## config.mk

```make
export PLATFORM = sky130hd
export DESIGN_NAME = alu_pipe
export DESIGN_NICKNAME = d
export VERILOG_FILES = /design/src/rtl/alu_pipe.sv
export SDC_FILE = /design/constraint.sdc
export NUM_CORES = 1
export LEC_CHECK = 0
export CAP_MARGIN = 20
export CORE_UTILIZATION = 30
export CTS_CLUSTER_DIAMETER = 50
export DETAILED_ROUTE_END_ITERATION = 16
export MAX_ROUTING_LAYER = met4
export SETUP_SLACK_MARGIN = 0.5
export SKIP_LAST_GASP = 1
export SYNTH_ARGS = -nofsm -noshare
export SYNTH_HDL_FRONTEND = slang
export SYNTH_SLANG_ARGS = --single-unit
```

## constraint.sdc

```tcl
create_clock -name clk -period 2.5 [get_ports clk]
set_input_delay 0.375 -clock clk [delete_from_list [all_inputs] [get_ports clk]]
set_output_delay 0.375 -clock clk [all_outputs]
set_load 0.03 [all_outputs]
```

## src/rtl/alu_pipe.sv

```systemverilog
// Two-stage pipelined ALU with valid/ready handshakes on both sides.
// S1 holds the accepted operation, S2 holds the computed result and carry.
// Also keeps a wrapping count of completed output transfers.
module alu_pipe #(
    parameter int WIDTH = 8,
    parameter int CNT_W = 16
) (
    input  logic             clk,
    input  logic             rst,
    input  logic             in_valid,
    output logic             in_ready,
    input  logic [3:0]       in_ctrl,
    input  logic [WIDTH-1:0] in_x,
    input  logic [WIDTH-1:0] in_y,
    output logic             out_valid,
    input  logic             out_ready,
    output logic [WIDTH-1:0] out_data,
    output logic             out_carry,
    output logic [CNT_W-1:0] op_count
);

    // Stage 1: accepted opcode and operands
    logic             s1_v_reg;
    logic [3:0]       s1_ctrl_reg;
    logic [WIDTH-1:0] s1_x_reg;
    logic [WIDTH-1:0] s1_y_reg;

    // Stage 2: registered result
    logic             s2_v_reg;
    logic [WIDTH-1:0] s2_data_reg;
    logic             s2_carry_reg;

    logic [CNT_W-1:0] count_reg;

    // Combinational result of the operation sitting in S1
    logic [WIDTH-1:0] result_next;
    logic             carry_next;

    // Handshake terms
    logic s2_adv;
    logic accept;
    logic move;
    logic fire;

    assign s2_adv   = !s2_v_reg | out_ready;
    assign in_ready = !s1_v_reg | s2_adv;
    assign accept   = in_valid & in_ready;
    assign move     = s1_v_reg & s2_adv;
    assign fire     = s2_v_reg & out_ready;

    assign out_valid = s2_v_reg;
    assign out_data  = s2_data_reg;
    assign out_carry = s2_carry_reg;
    assign op_count  = count_reg;

    // Rotations by one place, built bit by bit so any WIDTH works
    logic [WIDTH-1:0] rotl_bits;
    logic [WIDTH-1:0] rotr_bits;

    generate
        for (genvar gi = 0; gi < WIDTH; gi++) begin : g_rot
            assign rotl_bits[gi] = s1_x_reg[(gi + WIDTH - 1) % WIDTH];
            assign rotr_bits[gi] = s1_x_reg[(gi + 1) % WIDTH];
        end
    endgenerate

    logic [WIDTH-1:0] sum;
    logic [WIDTH-1:0] diff;

    assign sum  = s1_x_reg + s1_y_reg;
    assign diff = s1_x_reg - s1_y_reg;

    // Opcode decode; carry is signed overflow for add/sub and zero otherwise
    always_comb begin
        result_next = '0;
        carry_next  = 1'b0;
        case (s1_ctrl_reg)
            4'b0000: begin
                result_next = sum;
                carry_next  = (s1_x_reg[WIDTH-1] == s1_y_reg[WIDTH-1]) &&
                              (sum[WIDTH-1] != s1_x_reg[WIDTH-1]);
            end
            4'b0001: begin
                result_next = diff;
                carry_next  = (s1_x_reg[WIDTH-1] != s1_y_reg[WIDTH-1]) &&
                              (diff[WIDTH-1] != s1_x_reg[WIDTH-1]);
            end
            4'b0010: result_next = s1_x_reg & s1_y_reg;
            4'b0011: result_next = s1_x_reg | s1_y_reg;
            4'b0100: result_next = ~s1_x_reg;
            // Labelled "xnor" in older documentation, but the function is xor
            4'b0101: result_next = s1_x_reg ^ s1_y_reg;
            4'b0110: result_next = ~(s1_x_reg | s1_y_reg);
            4'b0111: result_next = {s1_y_reg[WIDTH-2:0], 1'b0};
            4'b1000: result_next = {1'b0, s1_y_reg[WIDTH-1:1]};
            4'b1001: result_next = {s1_x_reg[WIDTH-1], s1_x_reg[WIDTH-1:1]};
            4'b1010: result_next = rotl_bits;
            4'b1011: result_next = rotr_bits;
            4'b1100: result_next = {{(WIDTH-1){1'b0}}, (s1_x_reg == s1_y_reg)};
            default: begin
                result_next = '0;
                carry_next  = 1'b0;
            end
        endcase
    end

    // S1: load on input transfer, empty when its item moves on with nothing new arriving
    always_ff @(posedge clk) begin
        if (rst) begin
            s1_v_reg    <= 1'b0;
            s1_ctrl_reg <= '0;
            s1_x_reg    <= '0;
            s1_y_reg    <= '0;
        end else if (accept) begin
            s1_v_reg    <= 1'b1;
            s1_ctrl_reg <= in_ctrl;
            s1_x_reg    <= in_x;
            s1_y_reg    <= in_y;
        end else if (move) begin
            s1_v_reg    <= 1'b0;
        end
    end

    // S2: payload only changes when S1 moves in, so it is frozen while stalled
    always_ff @(posedge clk) begin
        if (rst) begin
            s2_v_reg     <= 1'b0;
            s2_data_reg  <= '0;
            s2_carry_reg <= 1'b0;
        end else if (move) begin
            s2_v_reg     <= 1'b1;
            s2_data_reg  <= result_next;
            s2_carry_reg <= carry_next;
        end else if (fire) begin
            s2_v_reg     <= 1'b0;
        end
    end

    // Completed-transfer counter, wraps naturally at 2^CNT_W
    always_ff @(posedge clk) begin
        if (rst) begin
            count_reg <= '0;
        end else if (fire) begin
            count_reg <= count_reg + CNT_W'(1);
        end
    end

endmodule

```

Word-level counts from Yosys, hierarchy flattened. Index checks and enable logic that the tools add are counted.

Register bits: 47. Input bits: 24. Output and inout bits: 27. Word-level logic and storage cells: 51.

Add/sub/neg operators: 3. Equality and inequality tests: 17. Muxes and demuxes: 6. Bitwise operators: 10. Reduce and logical (&&, ||, !) cells: 7.

Operators with widths (number): $pmux W8 S13 (1); $eq A4 B4 Y1 const B (5); $add A16 B1 Y16 const B (1); $eq A4 B3 Y1 const B (4); $not A8 Y8 (2); $add A8 B8 Y8 (1); $and A8 B8 Y8 (1); $eq A4 B2 Y1 const B (2); $eq A8 B8 Y1 (1); $or A8 B8 Y8 (1); $sub A8 B8 Y8 (1); $xor A8 B8 Y8 (1); $eq A4 B1 Y1 const B (1); $logic_not A4 Y1 (1); $mux W1 (4); $reduce_bool A2 Y1 (2); $and A1 B1 Y1 (3); $ne A1 B1 Y1 (3); $logic_and A1 B1 Y1 (2); $logic_not A1 Y1 (2); $or A1 B1 Y1 (2); $pmux W1 S2 (1); $eq A1 B1 Y1 (1).

Longest topological paths before layout.
Depth after elaboration: 5. Mapped depth: 9. Depth with buffers taken out: 9.

Least setup slack after synthesis. OpenSTA, ideal clock, no wires.

Kind: register -> register. From: reg s1_x_reg[0]. To: reg s2_data_reg[6], in the netlist out_data[6]. Setup time: 0.136 ns. Data arrival time: 2.022 ns. Required time: 2.364 ns. Path slack: 0.342 ns. Stages on the path, launching flop included: 10. Path buffers: 0. Clock period less this slack: 2.158 ns. Cells stage by stage: dfxtp_1 inv_1 ha_1 fa_1 o21bai_1 a21oi_1 nor2_1 mux2_1 nor4_1 a221oi_1.

Longest elaborated chain between the ends: 2.

RTL lines: start: declaration (RTL line 25) `logic [WIDTH-1:0] s1_x_reg;`; start signal: assignment (RTL line 117) `s1_x_reg <= in_x;`; $sub A8 B8 Y8 / $add A8 B8 Y8 (equally long branches) (RTL line 71, 70); $pmux W8 S13 * (RTL line 77) `case (s1_ctrl_reg)`; end signal: assignment (RTL line 132) `s2_data_reg <= result_next;`; end: declaration (RTL line 30) `logic [WIDTH-1:0] s2_data_reg;`.

Every way passes the cells marked *; elsewhere a longest branch is shown, timed or not. A chain may end at the register's enable or synchronous reset.

Worst setup path in the final report.
From: reg s1_y_reg[4]. To: reg s2_carry_reg, in the netlist out_carry.

Longest elaborated chain between the ends: 4.

RTL lines: start: declaration (RTL line 26) `logic [WIDTH-1:0] s1_y_reg;`; start signal: assignment (RTL line 118) `s1_y_reg <= in_y;`; $sub A8 B8 Y8 / $add A8 B8 Y8 (equally long branches) (RTL line 71, 70); $ne A1 B1 Y1 (on tied branches) (RTL line 86, 81); $logic_and A1 B1 Y1 (on tied branches) (RTL line 85, 80); $pmux W1 S2 * (RTL line 77); end signal: assignment (RTL line 133) `s2_carry_reg <= carry_next;`; end: declaration (RTL line 31) `logic s2_carry_reg;`.

Marks and branches as above.

==> out/summary.txt <==
Max Clock Freq -> 483 MHz
Fill cells -> 1,122
# DRC -> 0
commonest cells in the netlist -> nand2_1, dfxtp_1, a21oi_1
peak per-stage delay on the critical path -> 0.39 ns
largest net degree at the start of global routing -> 29
Post-CTS Hold Buffers -> 0
vias -> 3,812
worst vdd ir -> 0.000346 V
multi-input logic area -> 2530 µm²
Setup TNS -> 0 ns
Vias/cell -> 5.62
CP top delay family -> compound AO/OA/AOI/OAI gates
vias in the first global route -> 3,460
clock root buffer -> clkbuf_16
CTS tree -> built
outcome -> finished clean
width of the die -> 109 µm
GRT Util Overall -> 21.0%
RSZ-0062 raised after global routing -> yes
flops & latches, synth -> 47
Area Overhead vs Synth -> 42.9%
worst r2r dst -> out_carry
pwr dens -> 486 nW/µm²
sequential fraction of the synthesis area -> 27.3%
DIE HEIGHT -> 109 µm
number of synthesized flops with an enable pin -> 0
Compound-Gate Fraction of Synth Area -> 25.5%
final worst clock skew -> 0.00632 ns
flip-flop and latch area -> 982 µm²
Post-Syn Nets -> 509
max-capacitance violation count -> 0
setup violators final -> 0
Max clock buf depth -> 2
Rel. slew slack -> 46.2%
crit path capture type -> flip-flop
DR WL/cell -> 17.8 µm
post-synth top area cell -> dfxtp_1
Hold Crit Class -> flip-flop to flip-flop
DRT Pass-1 Iters -> 5
ant diodes -> 0
mean post-synth cell area -> 7.52 µm²
# rows -> 38
Setup CP Type -> flip-flop to flip-flop
slowest CP cell -> a311o_1
Netlist Area Pre-Place -> 3450 µm²
Worst Path Required -> 2.74 ns
top post-synthesis cells by area -> dfxtp_1, ha_1, nand2_1
WHS Endpoint -> out_data[0]
Worst-path clk slew -> 0.07 ns
worst r2r src -> s1_y_reg[4]
Core Region -> 11,000 µm²
number of I/O pins -> 51
FFs w/ async S/R, synth -> 0%
nets -> 587
final worst path period share -> 82.8%
number of flip-flops in the largest register -> 16
Post-synth top flop -> dfxtp_1
Tightest Pin Transition -> 0.806 ns
cell count after synthesis -> 459
startpoint class of the critical path -> flip-flop
crit path buf inv count -> 1
initial antenna violation count -> 0
ANT nets after route -> 0
P_leak -> 0.00182 µW
Distinct cells, synth -> 64
Skew-Pair Late Insertion Delay -> 0.30 ns
remaining global-route overflow -> 0
CP Cell Sequence -> inv_4 > ha_4 > nand2b_4 > a221o_1 > a31oi_1 > nand2_1 > a311o_1 > a21oi_2
IO Port Bufs -> 50
total CTS buffers -> 5
Period minus WS final -> 2.07 ns
flop2flop setup slack -> 0.43 ns
die area -> 11,900 µm²
routed wire length -> 12,000 µm
area share of the largest cell type after synthesis -> 27.3%
layout cells sized above 1 -> 24.0%
first-pass GRT wire length -> 18,500 µm
HPWL after DPL -> 8850 µm
CTS sink count -> 47
Slew Viols, Final -> 0
WHS Path Cells -> 2
most common cell in the synthesized netlist -> nand2_1
1st-iter DRT viols -> 287
Reg2Reg Depth -> 8
Hold Slack -> 0.481 ns
Final Hold Viols -> 0
Critical Path Fanout Max -> 7
critical path arrival -> 2.31 ns
largest family of logic cells by synthesized area -> compound AO/OA/AOI/OAI gates
hold path start -> out_data[0]
Post-Synth XOR/XNOR Area -> 4.06%
Initial Utilization -> 31.3%
Yosys warnings -> 0
Simple-Gate Fraction of Synth Area -> 23.9%
post-synthesis mux area share -> 2.47%
routability cong. -> 1.01
H-tree Lvls -> 2
Post-Synth Adder-Cell Area -> 9.87%
repair_timing:
action	CTS	global route
pin swaps	15	23
gates resized for setup	31	43
setup endpoints to repair	8	8
setup buffers	16	10
gates cloned	0	0
where the power goes:
part / internal, µW / switching (µW)
Sequential: 775 / 41.7
Clock: 581 / 319
Combinational: 322 / 356
worst reg2reg max path: cells and delay by family, from the launching register on:
kind	cells	cell delay, ns
fa+ha+maj	1	0.25
buf+inv	1	0.05
simple gates	2	0.25
flops	1	0.38
compound gates	4	1.08
layout by cell type, fill, tap and decap left out, types with 4 or more instances in the layout:
cell             count
xor2_1               4
nand4_1              4
nand3_1              9
ha_4                 7
a31oi_1              7
dfxtp_2              9
a32oi_1              8
xnor2_1             12
clkbuf_16            5
a21oi_1             42
nand2b_1             8
or3_1                6
ha_1                15
o21ai_1              5
inv_4                4
nand2_1             69
nor2_1              29
a211oi_1             4
o22ai_1              6
o21ai_0             13
inv_2                5
nor2b_1              8
clkdlybuf4s50_1     49
mux2i_1              4
inv_1               18
dfxtp_4              8
nor3_1               8
a2bb2oi_1            4
buf_4               50
dfxtp_1             30
routing by layer:
| metal | global-route usage, % | routed length, µm |
|---|---|---|
| met1 | 27.5 | 5280 |
| met2 | 31.5 | 5380 |
| met3 | 3.71 | 879 |
| met4 | 9.05 | 501 |
| met5 | - | 0 |
final cells by class:
type | count | area share [%]
inverters | 27 | 2.26
flip-flops and latches | 47 | 19.9
well taps | 140 | 3.55
clock inverters | 3 | 1.45
multi-input cells | 352 | 51.3
repair buffers | 104 | 19.0
clock buffers | 5 | 2.54
metrics by stage:
step                power [µW]  instances  util, %  cell area [µm²]  setup slack, ns
floorplan                 1160        459        -             3500            0.502
global placement          1360        644     38.5             4250            0.158
detailed placement        1360        644     38.5             4250            0.151
CTS                       2330        668     42.7             4710            0.376
global route              2490        678     44.7             4930            0.379
finish                    2390        678     44.7             4930            0.431
worst max-delay path by stage:
stage / startpoint / endpoint / slack [ns] / cells past startpoint
after floorplan: s1_y_reg[3] / out_carry / 0.50 / 9
after global placement: s1_y_reg[5] / out_data[7] / 0.16 / 7
after detailed placement: s1_y_reg[5] / out_data[7] / 0.15 / 7
after CTS: s1_x_reg[0] / out_data[6] / 0.38 / 9
after global routing: s1_x_reg[1] / out_data[5] / 0.38 / 8
final: s1_y_reg[4] / out_carry / 0.43 / 8
cells by family after synthesis:
| kind of cell | Yosys count |
|---|---|
| AND/OR/NAND/NOR | 170 |
| AO/OA/AOI/OAI | 132 |
| buffers and inverters | 60 |
| flip-flops | 47 |
| adder cells (fa/ha/maj) | 26 |
| XOR/XNOR | 16 |
| multiplexers | 8 |
Power figures use the tool's default switching activity.
